**src/rtl/lifo_pkg.sv**
```systemverilog
// lifo_pkg: default geometry shared by the stack and its storage
package lifo_pkg;
  localparam int DEF_DATA_WIDTH = 8;
  localparam int DEF_DEPTH = 16;
  localparam int DEF_PTR_WIDTH = $clog2(DEF_DEPTH) + 1;
endpackage

```
**src/rtl/lifo_mem.sv**
```systemverilog
// lifo_mem: register array with one synchronous write port and one asynchronous read port
module lifo_mem import lifo_pkg::*; #(
  parameter int DATA_WIDTH = DEF_DATA_WIDTH,
  parameter int DEPTH = DEF_DEPTH,
  parameter int ADDR_WIDTH = $clog2(DEPTH)
) (
  input  logic                  clk,
  input  logic                  we,
  input  logic [ADDR_WIDTH-1:0] waddr,
  input  logic [DATA_WIDTH-1:0] wdata,
  input  logic [ADDR_WIDTH-1:0] raddr,
  output logic [DATA_WIDTH-1:0] rdata
);
  logic [DATA_WIDTH-1:0] mem [DEPTH];
  always_ff @(posedge clk)
    if (we) mem[waddr] <= wdata;
  assign rdata = mem[raddr];
endmodule

```
**src/rtl/lifo.sv**
```systemverilog
// lifo: 16x8 stack with registered pop data, replace-top on simultaneous push/pop, and occupancy flags
module lifo import lifo_pkg::*; #(
  parameter int DATA_WIDTH = DEF_DATA_WIDTH,
  parameter int DEPTH = DEF_DEPTH
) (
  input  logic                  clk,
  input  logic                  reset,
  input  logic                  we,
  input  logic                  re,
  input  logic [DATA_WIDTH-1:0] datain,
  output logic [DATA_WIDTH-1:0] dataout,
  output logic                  full,
  output logic                  empty
);
  localparam int PTR_WIDTH = $clog2(DEPTH) + 1;
  localparam int AW = PTR_WIDTH - 1;
  logic [PTR_WIDTH-1:0] sp;
  logic [AW-1:0] top_addr, waddr;
  logic [DATA_WIDTH-1:0] rdata;
  logic push, pop, rep, wen;
  assign full = sp == PTR_WIDTH'(DEPTH);
  assign empty = sp == '0;
  // simultaneous request on an empty stack degrades to a plain push
  assign push = we & ~full & (~re | empty);
  assign pop = re & ~we & ~empty;
  assign rep = we & re & ~empty;
  assign top_addr = sp[AW-1:0] - AW'(1);
  assign waddr = rep ? top_addr : sp[AW-1:0];
  assign wen = (push | rep) & ~reset;
  lifo_mem #(.DATA_WIDTH(DATA_WIDTH), .DEPTH(DEPTH), .ADDR_WIDTH(AW)) u_mem (
    .clk(clk),
    .we(wen),
    .waddr(waddr),
    .wdata(datain),
    .raddr(top_addr),
    .rdata(rdata)
  );
  always_ff @(posedge clk or posedge reset)
    if (reset) begin
      sp <= '0;
      dataout <= '0;
    end else begin
      if (push) sp <= sp + PTR_WIDTH'(1);
      else if (pop) sp <= sp - PTR_WIDTH'(1);
      if (pop | rep) dataout <= rdata;
    end
endmodule

```
**config.mk**
```make
export PLATFORM = sky130hd
export DESIGN_NAME = lifo
export DESIGN_NICKNAME = d
export VERILOG_FILES = /design/src/rtl/lifo_pkg.sv /design/src/rtl/lifo_mem.sv /design/src/rtl/lifo.sv
export SDC_FILE = /design/constraint.sdc
export NUM_CORES = 1
export LEC_CHECK = 0
export ABC_AREA = 1
export CAP_MARGIN = 10
export CORE_MARGIN = 2
export CORE_UTILIZATION = 37
export DETAILED_ROUTE_END_ITERATION = 8
export GPL_TIMING_DRIVEN = 0
export PLACE_DENSITY = 0.55
export SYNTH_ARGS = -nofsm -noshare
export SYNTH_HDL_FRONTEND = slang
export SYNTH_SLANG_ARGS = --single-unit
```
**constraint.sdc**
```tcl
create_clock -name clk -period 8.5 [get_ports clk]
set_input_delay 2.125 -clock clk [delete_from_list [all_inputs] [get_ports clk]]
set_output_delay 2.125 -clock clk [all_outputs]
set_load 0.005 [all_outputs]
```
### After elaboration in Yosys (flattened, before gate mapping)

Memory sizes are Yosys's and may differ from the RTL's. A register that Yosys moved wholly into a read port is not among the register bits.
Index checks and enable logic that the tools add are counted.

| word-level totals | value |
|---|---|
| register bits after elaboration | 5 |
| bits in writable memories | 128 |
| input port bits | 12 |
| word-level logic and storage cells | 28 |
| memories | 1 |

Memory list:

| name | words | bits a word | rd ports | clocked after Yosys merged registers in | write ports | line | RTL |
|---|---|---|---|---|---|---|---|
| u_mem.mem | 16 | 8 | 1 | 1 | 1 | lifo_mem.sv:14 | `logic [DATA_WIDTH-1:0] mem [DEPTH];` |

| cells by class | value |
|---|---|
| add/sub/neg operators | 3 |
| equality and inequality tests | 1 |
| mux-type cells | 5 |
| bitwise gates (word level) | 15 |
| reduce and logical (&&, ||, !) cells | 2 |

Operators with widths:

| kind | count |
|---|---|
| two-way mux 5 bit | 2 |
| AND 1 bit | 7 |
| adder 5 x 1 -> 5 bit (second input constant) | 1 |
| equality test 5 bit (second input constant) | 1 |
| zero test 5 bit | 1 |
| NOT 1 bit | 5 |
| subtractor 5 x 1 -> 5 bit (second input constant) | 1 |
| two-way mux 4 bit | 1 |
| subtractor 4 x 1 -> 4 bit (second input constant) | 1 |
| bitwise OR 1 bit | 3 |
| two-way mux 1 bit | 2 |
| nonzero test 2 bit | 1 |

### Depth between registers and ports, before layout

| depth | value |
|---|---|
| depth in word-level cells | 8 |
| mapped depth | 17 |
| gate-level depth less buffers | 15 |

### Modules after synthesis

Synthesis repeated with hierarchy kept, for this count alone.

| second synthesis, totals | value |
|---|---|
| cells, all modules | 642 |
| area total of the unflattened synthesis | 6466.2 µm² |

By module, submodules not included:

| module | instances | cells each | area each (µm²) | sequential area each (µm²) |
|---|---|---|---|---|
| lifo_mem | 1 | 543 | 5606.6 | 3843.7 |
| lifo | 1 | 99 | 859.6 | 325.3 |

### Worst setup path after synthesis

No wires, ideal clock.

| timing path | value |
|---|---|
| path kind | input to register |
| start point | input port re |
| end point | register sp[4] |
| arrival | 3.514 ns |
| data required time | 8.387 ns |
| setup slack | 4.873 ns |
| cell stages on the path | 11 |
| path through | nand2_2 -> clkinv_1 -> nor2_1 -> inv_1 -> ha_1 -> a21oi_1 -> nand2_1 -> nand3_1 -> nand4_1 -> nand2_1 -> inv_1 |

| between the ends | value |
|---|---|
| word-level cells in the longest chain between the ends | 4 |
| elaborated cells on any way between the ends | 7 |
| classes of those cells | mux: 1; bitwise: 5; reduce/logical: 1 |

RTL lines:

| element | line | RTL |
|---|---|---|
| from (decl) | lifo.sv:9 | `input logic re,` |
| NOT 1 bit | lifo.sv:24 | `assign push = we & ~full & (~re \| empty);` |
| bitwise OR 1 bit | lifo.sv:24 |  |
| AND 1 bit | lifo.sv:24 |  |
| two-way mux 5 bit or nonzero test 2 bit (tied branches) | - |  |
| to (signal assigned) | lifo.sv:43 | `if (push) sp <= sp + PTR_WIDTH'(1);` |
| to (signal assigned) | lifo.sv:44 | `else if (pop) sp <= sp - PTR_WIDTH'(1);` |
| to (decl) | lifo.sv:17 | `logic [PTR_WIDTH-1:0] sp;` |

Parallel ways exist; a longest one is shown, timed or not.
A chain may end at the register's enable or synchronous reset.

### Worst setup path in the final report

| timing path | value |
|---|---|
| start point | register sp[0] |
| end point | output port empty |

| between the ends | value |
|---|---|
| word-level cells in the longest chain between the ends | 1 |

RTL lines:

| element | line | RTL |
|---|---|---|
| zero test 5 bit | lifo.sv:22 | `assign empty = sp == '0;` |
| to (decl) | lifo.sv:13 | `output logic empty` |

No other way between the ends.

==> reports/qor.yml <==
status: "finished, final reports clean"
synth_cell_type_count: 25
path_buf_inv: 5
final_cell_mix: "nand2_1, edfxtp_1, inv_1"
max-vdd-ir-drop_mv: 0.217
seq_area_frac_synth_pct: 65.0
drv_cap: 0
cp.required_ps: 6380
start_util_pct: 37.5
layout_commonest_cell: "nand2_1"
cp_data_arrival_time_ps: 2780
cts_resized: 0
cp_max_fo: 12
path_clk_slew_ps: 60
routed_via_density: 4.82
avgSynthCellArea_sq_um: 9.82
numCtsBuffers: 17
crit_chain: "inv_1 -> buf_2 -> buf_2 -> ha_1 -> nand4_4 -> inv_1 -> clkdlybuf4s50_1"
fin_util_pct: 44.0
grt_pass1_wl_microns: 23900
postLayoutCellArea_sq_mm: 0.00752
synthArstFlopShare_pct: 9.22
dieArea_sq_mm: 0.0184
crit_slowest_cell: "clkdlybuf4s50_1"
placed_area_sq_mm: 0.00690
coreArea_sq_mm: 0.0171
setup_viol: 0
layout-drive-gt1-share_pct: 7.22
grtUsageTotal_pct: 18.1
final_cells: 931
cts_root_buffer: "clkbuf_16"
fmax_mhz: 204
ys_seq_elements: 141
drc_errors: 0
slew_headroom_pct: 40.1
ys.flop_type: "edfxtp_1"
report.final.slew_viol_count: 0
finalSetupTns_ps: 0
die_w_microns: 136
gp_congestion: 0.918
worstMarginPinSlew_ps: 896
synth_edf_count: 128
syn_to_final_growth_pct: 17.3
first_global_vias: 4351
drt_wl_total_microns: 15800
endpoint_kind: "output pin"
postSynthCellCount: 653
finalHoldViolations: 0
fin_crit_ps: 4900
htree_levels: 4
hold_slack_ps: 482
dpl.hpwl_microns: 10900
final_antenna_net_count: 0
slowest_delay_ps: 490
antenna_found_initial: 0
synthesis.area_sq_mm: 0.00641
initialDrtViolationCount: 467
grt_overflow_total: 0
cp-startpoint: "sp[0]$_DFFE_PP0P_"
hold_class: "flip-flop to flip-flop"
p_per_area_mw_per_mm2: 379
worstSkewPairLatency_ps: 420
cts_tree: "built"
fillers: 1627
synth_fp_nets: 671
ctsHoldBuffers: 0
leakage_nw: 3.27
place_inst: 899
cp-start-kind: "flip-flop"
post_cts_buffers: 0
fin_skew_ps: 5.09
ios: 22
clkSinkCount: 141
r2r-start: "sp[0]$_DFFE_PP0P_"
port_buffers: 21
grt_setup_unrepaired: "false"
finalCritPeriodShare_pct: 57.7
hold_path_startpoint: "dataout[3]$_DFFE_PP0P_"
vias: 4483
nets: 711
die_height_microns: 136
n_antenna_cell: 0
synth_warnings: 0
dr.pass1.iters: 5
wl_per_cell_microns: 16.9
rows: 48
critPathTopFamily: "buffers and inverters"
clockBufferDepth: 2
grt_max_degree: 17
setup.worst_path.class: "flip-flop to output pin"
## worst register-to-register path: stages, from the launching register on
cell and delay, ps:
dfrtp_1 470, inv_1 190, buf_2 310, buf_2 350, ha_1 200, clkbuf_1 340
inv_1 230, clkbuf_1 280, o21ai_1 220, nand2_1 180, nor2_1 640
## state kept, by name, indices dropped and copies added (netlist names)
signal	flops
sp	5
u_mem.mem	128
dataout	8
## path summary, 6_finish.rpt
kind	cells after the start	endpoint	slack, ps
setup / recovery	7	empty	3600
hold / removal	2	dataout[3]$_DFFE_PP0P_	480
setup reg to reg	10	u_mem.mem[5][4]$_DFFE_PP_	4710
hold reg to reg	2	dataout[3]$_DFFE_PP0P_	480
max in group asynchronous	2	dataout[1]$_DFFE_PP0P_	6070
min in group asynchronous	2	sp[4]$_DFFE_PP0P_	2070
## layout make-up
class                           count  area, sq um  area share [%]
Multi-Input combinational cell    377         1710            22.7
Timing Repair Buffer               21          210            2.79
Sequential cell                   141         4170            55.4
Clock inverter                     14          191            2.54
Inverter                          111          417            5.54
Tap cell                          225          282            3.74
Buffer                             24          116            1.55
Clock buffer                       18          429            5.70
## stage by stage
| step | total power [mW] | setup slack (ps) |
|---|---|---|
| after CTS | 2.85 | 3610 |
| after detailed placement | 2.06 | 3970 |
| after global routing | 3.02 | 3460 |
| after global placement | 2.04 | 4030 |
| final | 2.85 | 3600 |
| after floorplan | 1.64 | 4870 |
## kinds of logic after synthesis
logic type | share of synthesized area (%)
flip-flops | 65.0
AO/OA/AOI/OAI | 0.703
XOR/XNOR | 1.19
buffers and inverters | 8.31
adder cells (fa/ha/maj) | 1.29
AND/OR/NAND/NOR | 23.5
## cells in the mapped netlist, types with 2 or more instances
cell type,n,area share (%)
nand2_1,224,13
o21ai_0,2,0.16
ha_1,5,0.98
dfrtp_1,13,5.1
nand4_1,2,0.20
xor2_1,5,0.68
buf_6,2,0.35
nor2_1,20,1.2
a21oi_1,3,0.23
inv_1,109,6.4
buf_2,9,0.70
nand2_2,3,0.29
edfxtp_1,128,60
clkbuf_1,11,0.64
buf_1,2,0.12
o21ai_1,4,0.31
nand3_1,103,8.0
## metal layers
layer	part of all wire, %	vias up	track usage (%)
met5	0	-	0
met4	2.2	0	5.96
met3	5.4	20	4.75
met2	46	123	28.2
met1	46	2161	24.8
li1	-	2179	-
## where the power goes
group          leakage [nW]  switching, mW  internal, mW
sequential             1.31         0.0397         0.830
combinational          1.66          0.831         0.368
clock                 0.304          0.289         0.492
total                  3.27           1.16          1.69
No activity file was read; power rests on OpenSTA's default activity.
